--- src/rtl/full_adder.sv ---
// Registered ripple-carry adder: one full-adder cell per bit, one-cycle latency,
// with carry-out, two's-complement overflow and zero flags.
module full_adder #(
  parameter int WIDTH = 1
) (
  input  logic             clk,
  input  logic             rst,
  input  logic             in_valid,
  input  logic [WIDTH-1:0] a,
  input  logic [WIDTH-1:0] b,
  input  logic             cin,
  output logic [WIDTH-1:0] s,
  output logic             cout,
  output logic             out_valid,
  output logic             ovf,
  output logic             zero
);

  // Single-bit cell, returns {carry_out, sum}.
  function automatic logic [1:0] fa_cell(input logic x, input logic y, input logic ci);
    return {(x & y) | (x & ci) | (y & ci), x ^ y ^ ci};
  endfunction

  logic [WIDTH:0]   carry_s;
  logic [WIDTH-1:0] sum_s;
  logic             ovf_s;
  logic             zero_s;

  logic [WIDTH-1:0] s_r;
  logic             cout_r;
  logic             out_valid_r;
  logic             ovf_r;
  logic             zero_r;

  // Ripple the carry from cin through every cell and derive the flags.
  always_comb begin
    carry_s    = {(WIDTH + 1){1'b0}};
    sum_s      = {WIDTH{1'b0}};
    carry_s[0] = cin;
    for (int i = 0; i < WIDTH; i++) begin
      {carry_s[i+1], sum_s[i]} = fa_cell(a[i], b[i], carry_s[i]);
    end
    ovf_s  = carry_s[WIDTH] ^ carry_s[WIDTH-1];
    zero_s = (sum_s == {WIDTH{1'b0}});
  end

  // Result registers; operands are captured only when in_valid is high, so
  // unknown operands while idle never reach the outputs.
  always_ff @(posedge clk or posedge rst) begin
    if (rst) begin
      s_r         <= {WIDTH{1'b0}};
      cout_r      <= 1'b0;
      out_valid_r <= 1'b0;
      ovf_r       <= 1'b0;
      zero_r      <= 1'b0;
    end else begin
      out_valid_r <= in_valid;
      if (in_valid) begin
        s_r    <= sum_s;
        cout_r <= carry_s[WIDTH];
        ovf_r  <= ovf_s;
        zero_r <= zero_s;
      end
    end
  end

  assign s         = s_r;
  assign cout      = cout_r;
  assign out_valid = out_valid_r;
  assign ovf       = ovf_r;
  assign zero      = zero_r;

endmodule

--- config.mk ---
export PLATFORM = sky130hd
export DESIGN_NAME = full_adder
export DESIGN_NICKNAME = d
export VERILOG_FILES = /design/src/rtl/full_adder.sv
export SDC_FILE = /design/constraint.sdc
export NUM_CORES = 1
export LEC_CHECK = 0
export ABC_AREA = 1
export CELL_PAD_IN_SITES_DETAIL_PLACEMENT = 1
export CELL_PAD_IN_SITES_GLOBAL_PLACEMENT = 1
export CORE_AREA = 5 5 42 44
export DETAILED_ROUTE_END_ITERATION = 6
export DIE_AREA = 0 0 47 49
export GPL_TIMING_DRIVEN = 0
export PLACE_DENSITY_LB_ADDON = 0.1
export SLEW_MARGIN = 15
export SYNTH_ARGS = -nofsm -noshare
export SYNTH_HDL_FRONTEND = slang
export SYNTH_SLANG_ARGS = --single-unit
--- constraint.sdc ---
create_clock -name clk -period 1.3 [get_ports clk]
set_input_delay 0.26 -clock clk [delete_from_list [all_inputs] [get_ports clk]]
set_output_delay 0.26 -clock clk [all_outputs]
set_load 0.02 [all_outputs]
==> qor.csv, run 1 <==
stage,metric,value,unit
status,status,"complete, no violations",
final_layout,syn2layout_area_growth,62.3,%
sta,worst_pin_slew,0.225,ns
floorplan,die-width,47,microns
sta,setup_violations,0,
sta,layout_setup_ws,0.106,ns
cts,postCtsSetupBuffers,0,
worst_setup_path,cp.arrival,0.93,ns
cts,cts.htree.levels,1,
detailed_routing,dr.pass1.iters,2,
worst_setup_path,crit_buf_inv,1,
worst_setup_path,required,1.04,ns
worst_setup_path,critPathSlowestCell,dfrtp_1,
worst_setup_path,startpoint_type,flop,
placed_design,dpl.cell_count,49,
synth,syn_avg_cell_area,9.52,sq um
detailed_routing,wl_per_cell,9.74,microns
sta,min_period,1.19,ns
detailed_routing,drcViolationCount,0,
cts,ctsLongestPathBuffers,2,
synth,synth_fp_nets,30,
final_layout,mostFrequentLayoutCells,"nand2_1 (8), dlygate4sd2_1 (8), inv_1 (5), dfrtp_1 (5), clkbuf_4 (3)",
placed_design,dp_hpwl,445,microns
final_layout,stdcell_count,53,
floorplan,start_util,15.6,%
cts,cts_sinks,5,
sta,fin_crit_sh,91.9,%
global_route,grt_pass1_wl,972,microns
worst_setup_path,rrSetupSlack,0.66,ns
worst_setup_path,critPathKind,flop to primary output,
final_layout,diodes,0,
synth,ys_ff_latch,5,
placed_design,io_buffers,10,
placed_design,place_congestion,0.670,
cts,clk_latency,0.25,ns
detailed_routing,drt_iter0_drc,2,
global_route,grt_start_max_net_pins,6,
floorplan,chipHeight,49,microns
power_and_ir_drop,leakagePower,0.191,nW
power_and_ir_drop,powerDensity,1300,nW/um^2
worst_setup_path,timing.rr.start,s,
final_layout,drive_gt1_share,13.5,%
cts,tritoncts,built,
worst_hold_path,hp-class,input pin to async pin,
power_and_ir_drop,power,461,uW
global_route,grt_overflow,0,
final_layout,nets,45,
sta,max_slew_margin,85.1,%
detailed_routing,antenna_left,0,
floorplan,die_area,2300,sq um
cts,path_clk_slew,0.05,ns
sta,hold_viol_final,0,
global_route,grt_antenna_before_repair,0,
detailed_routing,viasPerCell,3.66,
sta,max_freq,837,MHz
floorplan,io_pins,11,
synth,seq_area_frac_synth,57.1,%
synth,synth.distinct_cells,7,
cts,clock-root-buffer,clkbuf_4,
worst_setup_path,cp-end-kind,primary output,
global_route,grt_pass1_vias,237,
sta,fin_worst_skew,0,ns
cts,numCtsBuffers,3,
global_route,track_usage,6.22,%
synth,ys.warnings.count,0,
worst_setup_path,cpLargestDelayFamily,flip-flops,
sta,grt_setup_unrepaired,false,
worst_setup_path,reg2reg_depth,1,
flow_run,cap_violations,0,
worst_setup_path,cp_max_fo,2,
synth,synth_area,219,sq um
floorplan,std_cell_rows,14,
power_and_ir_drop,peakVddDrop,0.556,mV
detailed_routing,wirelength,516,microns
synth,syn_inst,23,
placed_design,pre_cts_ws,-0.313,ns
worst_setup_path,cp_slowest_stage_delay,0.37,ns
floorplan,core-area,1400,sq um
detailed_routing,num_vias,194,
sta,drv_slew,0,
worst_setup_path,path_cells,dlygate4sd2_1,
worst_setup_path,r2r_end,s,
[flip-flops by register name, indices dropped and copies added (netlist names)]
name       count
cout           1
out_valid      1
ovf            1
s              1
zero           1
[metrics by stage]
step | hold WS [ns] | setup TNS, ns | instance area, sq um | util, %
after floorplan | 0.0385 | 0 | 219 | -
after global placement | 0.461 | -0.964 | 339 | 24.2
after detailed placement | 0.470 | -1.00 | 339 | 24.2
after CTS | 0.226 | 0 | 355 | 25.4
after global routing | 0.253 | 0 | 355 | 25.4
final | 0.217 | 0 | 355 | 25.4
[repair_timing]
action	in CTS	in global routing
hold endpoints to repair	0	0
hold buffers	0	0
resized for setup	9	0
endpoints found under the setup margin	7	0
[final cells by class]
| class | instances | area (sq um) |
|---|---|---|
| clock buffers | 4 | 26.3 |
| fillers | 169 | 1050 |
| inverters | 6 | 22.5 |
| multi-input cells | 12 | 71.3 |
| flip-flops and latches | 5 | 125 |
| well taps | 16 | 20.0 |
| repair buffers | 10 | 90.1 |
[worst max-delay path by stage]
| stage | from | endpoint | cells past startpoint |
|---|---|---|---|
| after floorplan | a | s | 4 |
| after global placement | a | s | 5 |
| after detailed placement | a | s | 5 |
| after CTS | zero | zero | 1 |
| after global routing | cout | cout | 1 |
| final | ovf | ovf | 1 |
[Yosys cell counts]
cell type | number | area share (%)
inv_1 | 6 | 10
o21ai_2 | 1 | 4.0
fa_1 | 1 | 9.1
nand2_1 | 8 | 14
nand3_1 | 1 | 2.3
dfrtp_1 | 5 | 57
o21a_1 | 1 | 3.4
[cell families (layout without fill, tap and decap cells)]
family	Yosys count	after routing	synth area share, %
adder cells (fa/ha/maj)	1	1	9.14
buffers and inverters	6	20	10.3
AND/OR/NAND/NOR	9	9	16.0
flip-flops	5	5	57.1
AO/OA/AOI/OAI	2	2	7.43
[metal layers]
| metal | vias to the layer above | GRT usage, % | share of wire (%) |
|---|---|---|---|
| met5 | - | 0 | 0 |
| li1 | 94 | - | - |
| met1 | 91 | 5.78 | 37 |
| met4 | 0 | 2.76 | 0 |
| met3 | 0 | 5.90 | 14 |
| met2 | 9 | 9.05 | 49 |
[power by group]
part | internal (mW) | switching (mW) | leakage (nW) | total, mW
sequential | 0.174 | 0.00809 | 0.0591 | 0.182
combinational | 0.0414 | 0.0563 | 0.117 | 0.0976
clock | 0.116 | 0.0649 | 0.0150 | 0.181
(Power assumes the default switching activity.)
==> run 2: changes to the inputs <==
Settings changed: CORE_AREA 5 5 42 44 to 2 2 39 41, CTS_CLUSTER_SIZE set to 28, DIE_AREA 0 0 47 49 to 0 0 41 43.
==> run 2 against run 1 <==
Worst hold slack gained 0.0096 ns. Clock skew unchanged. Via count decreased by 0.52%. Die area decreased by 23%. Cell area rose by 2.5%. Fmax rose by 0.27%. Flip-flop and latch count stayed put. Critical endpoint unchanged. Critical path depth unchanged. First-iteration DRC count did not move. Final cell count unchanged. Global-route usage up 0.37 points.
==> qor.csv, run 2 (synthesis gave the netlist of run 1 again) <==
stage,metric,value,unit
status,status,"complete, no violations",
floorplan,chipHeight,43,microns
detailed_routing,wl_per_cell,9.11,microns
worst_setup_path,cpLargestDelayFamily,flip-flops,
worst_setup_path,path_cells,dlygate4sd2_1,
cts,clk_latency,0.24,ns
cts,numCtsBuffers,3,
cts,cts_sinks,5,
cts,ctsLongestPathBuffers,2,
detailed_routing,drt_iter0_drc,2,
sta,setup_violations,0,
final_layout,syn2layout_area_growth,66.3,%
sta,max_slew_margin,86.3,%
global_route,use_met1,5.30,%
final_layout,nets,45,
detailed_routing,drcViolationCount,0,
worst_setup_path,startpoint_type,flop,
global_route,grt_pass1_wl,676,microns
final_layout,stdcell_count,53,
floorplan,std_cell_rows,14,
worst_setup_path,cp_max_fo,2,
floorplan,die-width,41,microns
final_layout,drive_gt1_share,24.3,%
final_layout,mostFrequentLayoutCells,"nand2_1 (7), dlygate4sd2_1 (7), dfrtp_1 (5)",
sta,fin_worst_skew,0,ns
worst_setup_path,critPathSlowestCell,dfrtp_1,
sta,worst_pin_slew,0.206,ns
floorplan,start_util,15.8,%
sta,min_period,1.19,ns
cts,tritoncts,built,
power_and_ir_drop,peakVddDrop,0.243,mV
worst_setup_path,cp.arrival,0.93,ns
final_layout,fin_util,26.3,%
final_layout,diodes,0,
global_route,grt_pass1_vias,182,
cts,clock-root-buffer,clkbuf_4,
worst_setup_path,required,1.04,ns
floorplan,core-area,1380,sq um
sta,fin_crit_sh,91.6,%
detailed_routing,dr.pass1.iters,2,
placed_design,dpl.cell_count,49,
worst_setup_path,critPathKind,flop to primary output,
sta,max_freq,840,MHz
placed_design,place_congestion,0.607,
sta,grt_setup_unrepaired,false,
floorplan,io_pins,11,
cts,postCtsSetupBuffers,0,
cts,postCtsHoldBufs,0,
worst_hold_path,hp-class,input pin to async pin,
sta,hold_viol_final,0,
worst_setup_path,cp_slowest_stage_delay,0.37,ns
global_route,track_usage,6.59,%
power_and_ir_drop,leakagePower,0.197,nW
global_route,top_usage_layer,met4,
detailed_routing,wirelength,483,microns
detailed_routing,viasPerCell,3.64,
global_route,grt_antenna_before_repair,0,
global_route,grt_start_max_net_pins,6,
power_and_ir_drop,powerDensity,1280,nW/um^2
detailed_routing,antenna_left,0,
detailed_routing,num_vias,193,
placed_design,dp_hpwl,364,microns
global_route,grt_overflow,0,
final_layout,nFillCells,175,
global_route,use_met3,1.57,%
sta,drv_slew,0,
floorplan,die_area,1760,sq um
placed_design,io_buffers,10,
global_route,global_route.usage.met2,9.69,%
cts,path_clk_slew,0.04,ns
worst_setup_path,cp-end-kind,primary output,
cts,cts.htree.levels,1,
worst_setup_path,crit_buf_inv,1,
flow_run,cap_violations,0,
[run 2: cell count changes in the layout (fill, tap and decap cells not counted)]
| cell | delta |
|---|---|
| fa_2 | +1 |
| fa_1 | -1 |
| dlygate4sd2_1 | -1 |
| dlymetal6s2s_1 | +1 |
| nand2_1 | -1 |
| nand2_2 | +1 |
| inv_2 | +2 |
| inv_1 | -2 |
[run 2: per-stage QoR]
step | setup TNS [ns] | cell area [sq um] | setup WS (ns) | hold slack, ns | power, mW
5_1_grt | 0 | 364 | 0.0692 | 0.242 | 0.489
6_report | 0 | 364 | 0.109 | 0.227 | 0.465
4_1_cts | -0.0197 | 357 | -0.0197 | 0.227 | 0.472
3_5_place_dp | -0.966 | 339 | -0.310 | 0.461 | 0.299
2_1_floorplan | 0 | 219 | 0.218 | 0.0385 | 0.239
3_3_place_gp | -0.936 | 339 | -0.295 | 0.459 | 0.298
[run 2: layer usage]
layer	up-vias	wire length, microns
li1	94	-
met1	89	155
met2	10	268
met3	0	59
met4	0	0
met5	-	0
[run 2: path summary, 6_finish.rpt]
path | from | to | slack [ns] | cells after the start
worst min register to register | zero | zero | 0.46 | 2
worst max register to register | s | s | 0.65 | 1
min in group clk | cin | ovf | 0.45 | 4
worst min-delay path | rst | zero | 0.23 | 2
worst max-delay path | ovf | ovf | 0.11 | 1
max in group asynchronous | rst | out_valid | 0.91 | 2
[run 2: report_power, final]
group	internal, mW	switching (mW)	total (mW)	leakage, nW
clock	0.116	0.0638	0.180	0.0150
sequential	0.174	0.00835	0.183	0.0591
combinational	0.0447	0.0577	0.102	0.123
[run 2: cell type report]
type                    instances  area (sq um)  area share [%]
clock buffers                   4          26.3            7.22
flip-flops and latches          5           125            34.4
inverters                       6          22.5            6.19
repair buffers                 10          93.8            25.8
multi-input cells              12          76.3            21.0
well taps                      16          20.0            5.50
[run 2: repair_timing]
item                                    CTS  global route
gates resized for setup                   9             4
endpoints found under the setup margin    7             2
cloned                                    0             0
==> run 3: changes to the inputs <==
Settings changed: DONT_BUFFER_PORTS set to 1.
Clock period 1.3 ns to 1.5 ns, I/O delays scaled along.
==> run 3 against run 2 <==
Sequential share of layout area increased by 11 points. Critical endpoint is now s. Combinational power decreased by 68%. Total power decreased by 21%. Die area unchanged. Critical path depth decreased by 1. Global-route usage decreased by 0.85 points. First-iteration DRC count decreased by 100%. Register-to-register slack improved by 0.10 ns.
==> qor.csv, run 3 (synthesis gave the netlist of run 1 again) <==
stage,metric,value,unit
power_and_ir_drop,power_switching,101,uW
final_layout,nets,36,
worst_hold_path,hp-class,input pin to flop,
global_route,track_usage,5.73,%
cts,tritoncts,built,
global_route,grt_antenna_before_repair,0,
cts,cts.htree.levels,1,
cts,ctsLongestPathBuffers,2,
power_and_ir_drop,internal_power,266,uW
cts,cts_sinks,5,
detailed_routing,dr.pass1.iters,1,
cts,cts-resized-gates,0,
detailed_routing,wirelength,418,microns
worst_setup_path,startpoint_type,flop,
worst_setup_path,cp.arrival,0.69,ns
cts,clock-root-buffer,clkbuf_4,
global_route,grt_start_max_net_pins,6,
cts,path_clk_slew,0.04,ns
floorplan,io_pins,11,
final_layout,nFillCells,167,
power_and_ir_drop,peakVddDrop,0.190,mV
sta,tns,0,ns
final_layout,syn2layout_area_growth,25.7,%
final_layout,diodes,0,
global_route,grt_pass1_wl,579,microns
status,status,"complete, no violations",
power_and_ir_drop,swShare,27.5,%
final_layout,drive_gt1_share,14.3,%
detailed_routing,drt_iter0_drc,0,
sta,fin_crit_sh,66.0,%
sta,max_freq,1010,MHz
final_layout,stdcell_area,275,sq um
detailed_routing,drcViolationCount,0,
cts,numCtsBuffers,3,
detailed_routing,antenna_left,0,
sta,layout_setup_ws,0.509,ns
floorplan,core-area,1380,sq um
placed_design,dpl.cell_count,39,
placed_design,pre_cts_ws,0.319,ns
floorplan,die-width,41,microns
flow_run,cap_violations,0,
worst_setup_path,cp-end-kind,primary output,
detailed_routing,wl_per_cell,9.50,microns
final_layout,final_common_cell,nand2_1,
floorplan,die_area,1760,sq um
placed_design,io_buffers,0,
sta,drv_slew,0,
sta,min_period,0.991,ns
floorplan,start_util,15.8,%
global_route,grt_pass1_vias,156,
final_layout,multi_input_area,71.3,sq um
floorplan,chipHeight,43,microns
sta,hold_viol_final,0,
worst_setup_path,critPathKind,flop to primary output,
final_layout,mostFrequentLayoutCells,"nand2_1 (8), inv_1 (6), dfrtp_1 (5)",
final_layout,fin_util,19.9,%
floorplan,std_cell_rows,14,
power_and_ir_drop,combinationalPowerShare,8.8,%
final_layout,stdcell_count,44,
cts,postCtsSetupBuffers,0,
sta,setup_violations,0,
placed_design,placedInstanceArea,239,sq um
worst_setup_path,cp_max_fo,2,
cts,clk_latency,0.24,ns
sta,max_slew_margin,85.1,%
detailed_routing,num_vias,155,
sta,fin_worst_skew,0,ns
sta,grt_setup_unrepaired,false,
power_and_ir_drop,power.share.clock,41.7,%
global_route,grt_overflow,0,
power_and_ir_drop,leakagePower,0.146,nW
placed_design,place_congestion,0.548,
power_and_ir_drop,p_seq_share,49.4,%
final_layout,register_area,125,sq um
detailed_routing,viasPerCell,3.52,
power_and_ir_drop,powerDensity,1330,nW/um^2
worst_setup_path,required,1.20,ns
sta,worst_pin_slew,0.223,ns
==> run 3: changes by cell type in the layout (fill, tap and decap cells not counted), moves of 2 or more <==
cell	previous run	this run
dlygate4sd2_1	7	0
clkdlybuf4s50_1	2	0
inv_1	3	6
inv_2	3	0
==> run 3: area by class of cell <==
| class | count | share of cell area, % |
|---|---|---|
| repair buffers | 1 | 3.64 |
| clock buffers | 4 | 9.55 |
| multi-input cells | 12 | 25.9 |
| inverters | 6 | 8.18 |
| well taps | 16 | 7.27 |
| flip-flops and latches | 5 | 45.5 |
==> run 3: power groups by stage <==
stage,sequential [mW],clock [mW],combinational (mW)
after floorplan,0.180,0,0.0265
after global placement,0.184,0,0.0312
after detailed placement,0.184,0,0.0320
after CTS,0.182,0.162,0.0341
after global routing,0.183,0.168,0.0379
final,0.181,0.153,0.0324
==> run 3: worst paths after layout <==
path	start	end	slack [ns]	cells past startpoint
worst max register to register	s	s	0.75	1
min in group asynchronous	rst	cout	0.40	2
worst min-delay path	in_valid	out_valid	0.09	0
worst max-delay path	s	s	0.51	0
max in group asynchronous	rst	zero	0.93	2
worst min register to register	s	s	0.62	1
==> run 3: what timing repair did <==
| action | CTS | global route |
|---|---|---|
| endpoints found under the setup margin | 0 | 0 |
| hold endpoints to repair | 5 | 0 |
| hold buffers | 1 | 0 |
==> run 3: per-layer routing <==
metal | share of wire [%] | track usage [%] | vias up
met4 | 0 | 12.0 | 0
li1 | - | - | 75
met2 | 48 | 6.25 | 9
met1 | 39 | 5.83 | 71
met5 | 0 | 0 | -
met3 | 12 | 0.524 | 0
==> run 3: per-stage QoR <==
stage	power (mW)	hold WS [ns]
finish	0.367	0.0888
global route	0.389	0.0734
global placement	0.215	0.101
CTS	0.379	0.0771
detailed placement	0.216	0.106
floorplan	0.207	0.0785
